**src/rtl/pc_sequencer.sv**
```systemverilog
// Program counter and fetch sequencer: holds the PC, issues instruction-memory
// fetches, and presents one instruction per EXEC cycle to the decoder.
module pc_sequencer #(
  parameter int unsigned           PC_WIDTH   = 16,
  parameter logic [PC_WIDTH-1:0]   START_ADDR = PC_WIDTH'(0)
) (
  input  logic                clk,
  input  logic                reset,
  input  logic                start,
  input  logic                jump_en,
  input  logic [PC_WIDTH-1:0] jump_target,
  input  logic                halt,
  output logic [PC_WIDTH-1:0] imem_addr,
  output logic                imem_req,
  input  logic                imem_ack,
  output logic                instr_valid,
  output logic                done,
  output logic [PC_WIDTH-1:0] instr_count
);

  typedef enum logic [1:0] {
    S_IDLE   = 2'd0,
    S_FETCH  = 2'd1,
    S_EXEC   = 2'd2,
    S_HALTED = 2'd3
  } state_t;

  state_t              state;
  state_t              state_next;
  logic [PC_WIDTH-1:0] pc;
  logic [PC_WIDTH-1:0] pc_next;
  logic [PC_WIDTH-1:0] count;
  logic [PC_WIDTH-1:0] count_next;

  // State, PC, count and the state-decoded outputs, all registered.
  always_ff @(posedge clk) begin
    if (reset) begin
      state       <= S_IDLE;
      pc          <= START_ADDR;
      count       <= PC_WIDTH'(0);
      imem_req    <= 1'b0;
      instr_valid <= 1'b0;
      done        <= 1'b0;
    end else begin
      state       <= state_next;
      pc          <= pc_next;
      count       <= count_next;
      imem_req    <= (state_next == S_FETCH);
      instr_valid <= (state_next == S_EXEC);
      done        <= (state_next == S_HALTED);
    end
  end

  // Next-state, next-PC and instruction counter; halt outranks jump in EXEC.
  always_comb begin
    state_next = state;
    pc_next    = pc;
    count_next = count;
    case (state)
      S_IDLE: begin
        if (start) begin
          state_next = S_FETCH;
          pc_next    = START_ADDR;
          count_next = PC_WIDTH'(0);
        end
      end
      S_FETCH: begin
        if (imem_ack) state_next = S_EXEC;
      end
      S_EXEC: begin
        count_next = (count == {PC_WIDTH{1'b1}}) ? count : count + PC_WIDTH'(1);
        if (halt) begin
          state_next = S_HALTED;
        end else if (jump_en) begin
          state_next = S_FETCH;
          pc_next    = jump_target;
        end else begin
          state_next = S_FETCH;
          pc_next    = pc + PC_WIDTH'(1);
        end
      end
      S_HALTED: begin
        if (start) begin
          state_next = S_FETCH;
          pc_next    = START_ADDR;
          count_next = PC_WIDTH'(0);
        end
      end
      default: state_next = S_IDLE;
    endcase
  end

  assign imem_addr   = pc;
  assign instr_count = count;

endmodule

```
**config.mk**
```make
export PLATFORM = sky130hd
export DESIGN_NAME = pc_sequencer
export DESIGN_NICKNAME = d
export VERILOG_FILES = /design/src/rtl/pc_sequencer.sv
export SDC_FILE = /design/constraint.sdc
export NUM_CORES = 1
export LEC_CHECK = 0
export ABC_AREA = 1
export CAP_MARGIN = 20
export CELL_PAD_IN_SITES_DETAIL_PLACEMENT = 1
export CELL_PAD_IN_SITES_GLOBAL_PLACEMENT = 1
export CORE_MARGIN = 3
export CORE_UTILIZATION = 35
export CTS_BUF_LIST = sky130_fd_sc_hd__clkbuf_8
export DETAILED_ROUTE_END_ITERATION = 16
export PLACE_DENSITY_LB_ADDON = 0.1
export SLEW_MARGIN = 40
export SYNTH_ARGS = -nofsm -noshare
export SYNTH_HDL_FRONTEND = slang
export SYNTH_SLANG_ARGS = --single-unit
export TNS_END_PERCENT = 30
```
**constraint.sdc**
```tcl
create_clock -name clk -period 2.3 [get_ports clk]
set_input_delay 0.345 -clock clk [delete_from_list [all_inputs] [get_ports clk]]
set_output_delay 0.345 -clock clk [all_outputs]
set_load 0.01 [all_outputs]
```
==> flow_summary_export.csv <==
group,metric,value,unit
placed_design,port-buffer-count,56,
placed_design,dpl.cell_count,493,
floorplan,die_h,87.2,µm
clocking,postCtsSetupRepairBufs,0,
clocking,clock_tree.root_cell,"sky130_fd_sc_hd__clkbuf_8",
power_and_ir_drop,p_leak,1.18,nW
sta,postLayoutSetupSlackWorst,385,ps
floorplan,fp.dieArea,7610,µm²
route,detail_route.vias_per_cell,5.01,
sta,final_min_period_over_clock_period,0.833,
setup_path,cp-startpoint,"state[0]$_SDFF_PP0_",
route,drt.antenna.violating_nets,0,
grt,grt_start_max_net_pins,27,
sta,hold_violations,0,
floorplan,rows,28,
clocking,clk_pin_slew_worst_paths,80,ps
setup_path,critical-path-max-stage-delay,490,ps
sta,final-setup-viol-count,0,
floorplan,initial_utilization,0.375,
job,drv.max_cap_violation_count,0,
final_layout,area_growth,31.1,%
sta,timing.slew.headroom,0.728,
final_layout,num-nets-final,451,
grt,grt_pass1_vias,2571,
outcome,status,"complete, no violations",
placed_design,place_ws,403,ps
setup_path,crit_slowest_cell,"sky130_fd_sc_hd__ha_1",
final_layout,layout.area.seq,741,µm²
synthesis,yosys.cell_types.count,30,
synthesis,syn-num-nets,393,
min_path,hold_path.class,"reg -> reg",
sta,finalMaxSlewViolations,0,
sta,worstMarginPinSlew,406,ps
floorplan,die_boundary_width,87.2,µm
min_path,depth_of_the_worst_hold_timing_path,2,
setup_path,critPathMaxFanout,14,
setup_path,critical_path_arrival,2080,ps
placed_design,globalplace.congestion,0.772,
final_layout,layout_cells_sized_above_1,0.0518,
sta,grt_setup_unrepaired,"no",
route,route.detailed.wl_per_inst,13.8,µm
power_and_ir_drop,power.total,2.37,mW
final_layout,number_of_diodes,0,
clocking,tritoncts_clock_tree,"done",
route,drc,0,
sta,final_period_minus_worst_setup_slack,1910,ps
clocking,cts_hold_repair.buffers,0,
final_layout,multiInputGateArea,1360,µm²
floorplan,floorplan.io_pins,57,
clocking,cts_max_level,2,
clocking,cts.sink_count,37,
grt,grt_first_pass_wirelength,12100,µm
setup_path,setup.worst_path.start_class,"flip-flop",
synthesis,avgSynthCellArea,6.29,µm²
clocking,clock_insertion_delay_worst_skew,290,ps
route,detailroute.via_count,2504,
grt,initial_antenna_violation_count,0,
setup_path,critical-path-top-cell-by-count,"sky130_fd_sc_hd__inv_1",
route,drtPass1Iterations,4,
setup_path,worst_ep_required_time,2460,ps
synthesis,synth_cells,367,
clocking,cts_inserted_buffers,5,
synthesis,netlist.area_leader.share,0.321,
setup_path,crit_type,"reg -> reg",
synthesis,yosysSeqAreaShare,0.321,
setup_path,worstRegToRegCells,8,
floorplan,placeableCoreArea,6170,µm²
synthesis,synth_area_leaders,"sky130_fd_sc_hd__dfxtp_1 (32%), sky130_fd_sc_hd__nand2_1 (16%), sky130_fd_sc_hd__nor2_1 (10%)",
sta,worst_clock_skew,10.3,ps
synthesis,synth.yosys.warnings,0,
route,number_of_design_rule_violations_left_by_the_first_detailed_router_iteration,48,
synthesis,synth.ff_latch_count,37,
final_layout,final_cell_count_no_fill,500,
grt,grtUsageTotal,0.195,
route,postRouteWirelength,6900,µm
min_path,timing.hold.worst.start,"instr_count[9]$_SDFFE_PP0P_",
sta,fmax,522,MHz
power_and_ir_drop,power_density,784,nW/µm²
sta,fin_setup_tns,0,ps
clocking,post_cts_resize_count,0,
power_and_ir_drop,vdd.ir_drop.worst,472,µV
grt,grt_overflow,0,
setup_path,critical_path_cell_sequence,"inv_1 > ha_1 > inv_1 > nand2_1 > buf_4 > inv_1 > o211ai_1 > a21oi_1",
clocking,clockBufferDepth,2,
setup_path,end_kind,"flip-flop",
synthesis,netlist_area,2310,µm²
placed_design,dp_hpwl,5090,µm
synthesis,synth_area_leader_cell,"sky130_fd_sc_hd__dfxtp_1",
final_layout,fill_cells,848,
sta,hold-worst-slack,502,ps
setup_path,timing.rr.start,"state[0]$_SDFF_PP0_",
[worst paths after layout]
check        slack [ps]                          end
min                 500  instr_count[9]$_SDFFE_PP0P_
max reg2reg         390    imem_addr[1]$_SDFFE_PP0P_
max                 390    imem_addr[1]$_SDFFE_PP0P_
min reg2reg         500  instr_count[9]$_SDFFE_PP0P_
[logic make-up (layout without fill, tap and decap cells)]
group,count (synthesis),count (layout),share of synthesized area
AND/OR/NAND/NOR,219,219,0.416
XOR/XNOR,11,11,0.0417
adder cells (fa/ha/maj),4,4,0.0217
flip-flops,37,37,0.321
buffers and inverters,49,107,0.0894
AO/OA/AOI/OAI,47,47,0.111
[Yosys cell counts, drive strengths merged]
| library cell | instances |
|---|---|
| clkbuf | 6 |
| nor3b | 2 |
| nand3b | 2 |
| ha | 4 |
| o211ai | 3 |
| nor3 | 2 |
| clkinv | 2 |
| dfxtp | 37 |
| inv | 37 |
| buf | 4 |
| o21ai | 14 |
| xnor2 | 4 |
| o22ai | 1 |
| nand3 | 36 |
| or2 | 1 |
| xor2 | 7 |
| a21oi | 29 |
| nand2 | 103 |
| nor2 | 66 |
| nand4 | 7 |
[stage by stage]
step	utilization	cell area (µm²)
after floorplan	-	2310
after global placement	0.477	2940
after detailed placement	0.477	2940
after CTS	0.491	3030
after global routing	0.491	3030
final	0.491	3030
[registers in the layout (all words and copies together), names as in the netlist]
name / count
imem_req: 1
instr_valid: 1
instr_count: 16
state: 2
imem_addr: 16
done: 1
[critical path, delay by kind of cell, from the launching register on]
family	cells	cell delay, ps
buffers and inverters	4	630
adders and majority gates	1	490
and+or+nand+nor	1	120
DFF	1	340
AOI/OAI and AO/OA	2	190
[where the power goes]
group | switching [mW] | internal (mW) | total (mW)
Clock | 0.245 | 0.234 | 0.479
Combinational | 0.640 | 0.412 | 1.05
Sequential | 0.108 | 0.735 | 0.844
[per-layer routing]
metal,vias to the layer above,share of wire,GRT usage
met2,37,0.44,0.307
met3,2,0.032,0.0350
li1,1288,-,-
met5,-,0,0
met4,0,0.0025,0.0349
met1,1177,0.52,0.280
[area by class of cell]
cell class                 instances  area share
tap                               75      0.0310
timing repair buffer              61       0.198
inverter                          39      0.0483
clock buffer                       6      0.0273
sequential                        37       0.245
multi-input combinational        281       0.450
clock inverter                     1     0.00124
[placed cells by master (no fill, tap or decap), drive strengths merged]
| cell | instances |
|---|---|
| a21oi | 29 |
| buf | 5 |
| clkbuf | 6 |
| clkdlybuf4s50 | 56 |
| clkinv | 2 |
| dfxtp | 37 |
| ha | 4 |
| inv | 38 |
| nand2 | 103 |
| nand3 | 36 |
| nand3b | 2 |
| nand4 | 7 |
| nor2 | 66 |
| nor3 | 2 |
| nor3b | 2 |
| o211ai | 3 |
| o21ai | 14 |
| o22ai | 1 |
| or2 | 1 |
| xnor2 | 4 |
| xor2 | 7 |
(Power assumes the default switching activity.)
==> RTL edit 1, RTL diff (same flow settings) <==
The 4 states of `state_t` get a Gray code encoding in 2 bits.
--- a/src/rtl/pc_sequencer.sv
+++ b/src/rtl/pc_sequencer.sv
@@ -19,10 +19,10 @@
 );
 
   typedef enum logic [1:0] {
-    S_IDLE   = 2'd0,
-    S_FETCH  = 2'd1,
-    S_EXEC   = 2'd2,
-    S_HALTED = 2'd3
+    S_IDLE   = 2'b00,
+    S_FETCH  = 2'b01,
+    S_EXEC   = 2'b11,
+    S_HALTED = 2'b10
   } state_t;
 
   state_t              state;
Formal check against the unedited RTL: same outputs for any inputs over 10 cycles, from zero or initial values and one cycle with reset high; not proved beyond that.
==> RTL edit 1 against the original RTL <==
Sequential share of layout area is 0.63 points higher; synthesized area is 4.6% lower; via count is 0.64% higher; routed wire length is 0.67% higher; design area is 2.5% lower; sequential cell count stayed put; largest cell class unchanged; setup slack better by 0.10 ns; first-iteration DRC count is 67% higher; critical path depth is 1 higher.
Power is not compared: it rests on default switching activity, and its combinational part moved more than twofold at a synthesized area within 25%.
==> RTL edit 1: results (changes against the original RTL) <==
Run status
  • Outcome: complete, no violations

Synthesis
  • Synth top cells by count: nand2_1, nor2_1, inv_1
  • Yosys cell types: 24 (-20%)
  • Sequential-to-total area share from yosys stat: 33.6% (+1.5 points)
  • Mapped Nets: 394 (+0.25%)
  • Synth top area cells: dfxtp_1, nand2_1, nor2_1

Final layout
  • Layout cells sized above 1: 4.17% (-1.0 points)
  • Layout Nets: 456 (+1.1%)
  • Layout filler cell count: 835 (-1.5%)

Place
  • Pre-CTS WS: 0.332 ns (-0.0704 ns)
  • PortBufs: 56 (unchanged)
  • Post-DP HPWL: 5320 um (+4.5%)
  • Placer Congestion: 0.810 (+4.9%)

CTS
  • Num CTS Buffers: 5 (unchanged)
  • CTS Root Cell: clkbuf_8
  • Worst-path clk slew: 0.08 ns (about the same)

Worst setup path
  • Crit-path max cell delay: 0.39 ns (-0.10 ns)
  • Slowest cell on crit path: dfxtp_1
  • Crit Path Max Fanout: 9 (-5)
  • Critical Path AT: 2.05 ns (-0.03 ns)

Routing
  • DR iter-0 viols: 80 (+67%)
  • DRT Wirelength: 6950 um (+0.67%)
  • Vias post-DR: 2,520 (+0.64%)

Global route
  • Vias in the first global route: 2,558 (-0.51%)
  • First-pass GRT wire length: 11,900 um (-1.5%)
  • Overall Global Routing Usage: 19.9% (+0.47 points)
  • Largest net degree at the start of global routing: 23 (-15%)

STA
  • Worst slew pin tran: 0.395 ns (-0.0111 ns)
  • Worst Skew: 0.00657 ns (-0.00375 ns)

Pwr
  • Pleak: approximately 1.1 nW
RTL edit 1: cell type report:
class                      count  area share (%)
multi-input combinational    281            42.4
sequential                    37            25.1
timing repair buffer          63            20.8
inverter                      44            5.60
tap                           75            3.18
clock buffer                   6            2.80
clock inverter                 1           0.127
RTL edit 1: metal layers:
layer | vias to the layer above | wire, um | track usage, %
li1 | 1287 | - | -
met1 | 1177 | 3600 | 28.0
met2 | 51 | 3020 | 31.7
met3 | 5 | 281 | 3.69
met4 | 0 | 48 | 4.46
met5 | - | 0 | 0
RTL edit 1: worst max-delay path, delay by kind of cell (launching register included):
| family | cells | cell delay [ns] |
|---|---|---|
| and+or+nand+nor | 5 | 0.63 |
| adders and majority gates | 1 | 0.19 |
| buffers and inverters | 1 | 0.21 |
| AOI/OAI and AO/OA | 2 | 0.35 |
| DFF | 1 | 0.39 |
RTL edit 1: worst paths after layout:
kind,cells after the start,slack (ns),start,to
worst max register to register,9,0.49,instr_count[1],instr_count[3]
worst max-delay path,9,0.49,instr_count[1],instr_count[3]
worst min register to register,2,0.48,instr_count[4],instr_count[4]
worst min-delay path,2,0.48,instr_count[4],instr_count[4]
RTL edit 1: metrics by stage:
stage / total power, mW / utilization [%] / cell area, sq um / std cells
4_1_cts: 1.33 / 49.0 / 2950 / 507
6_report: 1.30 / 49.0 / 2950 / 507
3_3_place_gp: 0.849 / 47.5 / 2870 / 500
5_1_grt: 1.37 / 49.0 / 2950 / 507
3_5_place_dp: 0.853 / 47.5 / 2870 / 500
2_1_floorplan: 0.763 / - / 2200 / 370
RTL edit 1: cells by family after synthesis:
family	count (synthesis)	share of synthesized area [%]
compound gates	49	11.6
xor+xnor	8	3.18
fa+ha+maj	2	1.14
buf+inv	52	9.54
flops	37	33.6
simple gates	222	40.9
==> RTL edit 2, RTL diff (same flow settings) <==
Made on the original files. Change the parameter `PC_WIDTH` from 16 to 32.
--- a/src/rtl/pc_sequencer.sv
+++ b/src/rtl/pc_sequencer.sv
@@ -1,7 +1,7 @@
 // Program counter and fetch sequencer: holds the PC, issues instruction-memory
 // fetches, and presents one instruction per EXEC cycle to the decoder.
 module pc_sequencer #(
-  parameter int unsigned           PC_WIDTH   = 16,
+  parameter int unsigned           PC_WIDTH   = 32,
   parameter logic [PC_WIDTH-1:0]   START_ADDR = PC_WIDTH'(0)
 ) (
   input  logic                clk,
Ports: changed (resized imem_addr, instr_count and jump_target); port bits go from 57 to 105. The function was not compared with the original's and may differ.
==> RTL edit 2 against the original RTL <==
Global-route usage is 5.2 points higher; routed wire length grew to 2.6 times the old value; sequential cell count is 32 higher; design area is 100% higher; power is 100% higher; critical path depth is 3 higher; via count is 120% higher; setup slack worse by 0.16 ns; combinational power is 110% higher; highest routed layer unchanged; critical path type unchanged; utilization is 1.2 points lower; synthesized area is 100% higher; sequential share of layout area is 2.1 points lower.
==> RTL edit 2: results (changes against the original RTL) <==
Run status
  • Outcome: complete, no violations

Global route
  • Vias in the first global route: 5,829 (+130%)
  • First-pass GRT wire length: 28,800 um (+140%)
  • Largest net degree at the start of global routing: 41 (+52%)
  • Initial antenna violation count: 0 (unchanged)
  • Overall Global Routing Usage: 24.6% (+5.2 points)

Worst setup path
  • Crit-path max cell delay: 0.39 ns (-0.10 ns)
  • Crit Path Max Fanout: 15 (+1)
  • Critical Path AT: 2.40 ns (+0.32 ns)
  • Slowest cell on crit path: dfxtp_1

Place
  • Placer Congestion: 0.882 (+14%)
  • PortBufs: 104 (+86%)
  • Post-placement cell area: 6010 sq um (+100%)
  • Post-DP HPWL: 13,900 um (+170%)

Pwr
  • Pleak: 2.18 nW (+85%)
  • Power Density: 772 nW/um^2 (-1.6%)
  • VDD IR max: 0.000475 V (+0.63%)
  • Switching pwr: 2.13 mW (+110%)

CTS
  • Worst-case clock buffer depth: 2 (unchanged)
  • Num CTS Buffers: 9 (+4)
  • H-Tree Depth: 3 (+1)
  • CTS Root Cell: clkbuf_8
  • Later-pin clock latency in the skew report: 0.38 ns (+0.09 ns)
  • Worst-path clk slew: ~0.09 ns

Synthesis
  • Main synth FF type: dfxtp_1
  • Synth Area in XOR/XNOR: 3.92% (-0.25 points)
  • Post-Synth Adder-Cell Area: 1.07% (-1.1 points)
  • Yosys cell types: 30 (unchanged)
  • Compound-Gate Fraction of Synth Area: 11.2% (+0.15 points)
  • Sequential-to-total area share from yosys stat: 29.4% (-2.6 points)
  • Share of synthesized flip-flops with an asynchronous set or reset: 0% (unchanged)
  • Mux contribution to synthesized area: 0% (unchanged)
  • Synth top area cells: dfxtp_1, nand2_1, nor2_1
  • Syn. warnings: 0 (unchanged)
  • Synth top cells by count: nand2_1, nor2_1, dfxtp_1
  • Mapped Nets: 846 (+120%)

Worst hold path
  • Worst min path class: in2reg

STA
  • Worst Skew: 0.0122 ns (+0.00188 ns)
  • Crit share post-route: 90.3% (+7.0 points)
  • Worst slew pin tran: 0.471 ns (+0.0656 ns)

Routing
  • DRT Wirelength: 18,000 um (+160%)
  • Vias/cell: 5.13 (+2.5%)
  • Drt first pass iters: 4 (unchanged)
  • DR iter-0 viols: 256 (+430%)

Final layout
  • Layout cells sized above 1: 6.83% (+1.7 points)
  • Layout Nets: 959 (+110%)
  • Layout filler cell count: 1,782 (+110%)
  • Ant diodes: 0 (unchanged)
-- RTL edit 2: final timing paths --
kind / startpoint / end / slack (ns) / cells past startpoint
min: reset / instr_count[28] / 0.33 / 2
min reg2reg: instr_count[19] / instr_count[19] / 0.51 / 2
max reg2reg: instr_count[1] / instr_count[22] / 0.22 / 11
max: instr_count[1] / instr_count[22] / 0.22 / 11
-- RTL edit 2: repair_timing --
action,CTS,global route
buffers inserted,0,0
hold endpoints to repair,0,0
gates resized for setup,0,1
setup endpoints to repair,0,1
-- RTL edit 2: logic make-up after synthesis --
logic type	after synthesis
AND/OR/NAND/NOR	526
AO/OA/AOI/OAI	98
buffers and inverters	86
flip-flops	69
XOR/XNOR	21
adder cells (fa/ha/maj)	4
-- RTL edit 2: final cells by class --
cell class / count / area share, %
Tap cell: 172 / 3.49
Inverter: 61 / 3.71
Timing Repair Buffer: 127 / 19.8
Multi-Input combinational cell: 649 / 48.1
Clock inverter: 7 / 0.548
Sequential cell: 69 / 22.4
Clock buffer: 9 / 2.01
-- RTL edit 2: stage by stage --
step | hold slack (ns) | total power, mW | instances | setup slack, ns
floorplan | 0.504 | 2.94 | 804 | 0.467
global placement | 0.489 | 3.79 | 1078 | 0.367
detailed placement | 0.495 | 3.89 | 1078 | 0.254
CTS | 0.329 | 4.80 | 1094 | 0.214
global route | 0.341 | 5.08 | 1094 | 0.0287
finish | 0.334 | 4.76 | 1094 | 0.223
-- RTL edit 2: routing by layer --
metal / share of wire [%] / vias to the layer above / GRT usage (%) / wire length [um]
met1: 41 / 2694 / 28.1 / 7380
met5: 0 / - / 0 / 0
met2: 52 / 127 / 46.5 / 9380
li1: - / 2764 / - / -
met3: 4.3 / 29 / 3.06 / 766
met4: 2.4 / 0 / 9.17 / 431
-- RTL edit 2: power by group through the flow --
stage / combinational (mW) / sequential, mW / clock [mW]
after floorplan: 1.28 / 1.66 / 0
after global routing: 2.44 / 1.66 / 0.975
after detailed placement: 2.24 / 1.65 / 0
final: 2.23 / 1.63 / 0.904
after CTS: 2.25 / 1.62 / 0.923
after global placement: 2.15 / 1.64 / 0
-- RTL edit 2: critical path: cells and delay by family, from the launching register on --
kind                       cells  cell delay (ns)
DFF                            1             0.39
buffers and inverters          2             0.16
adders and majority gates      1             0.21
and+or+nand+nor                8             1.26
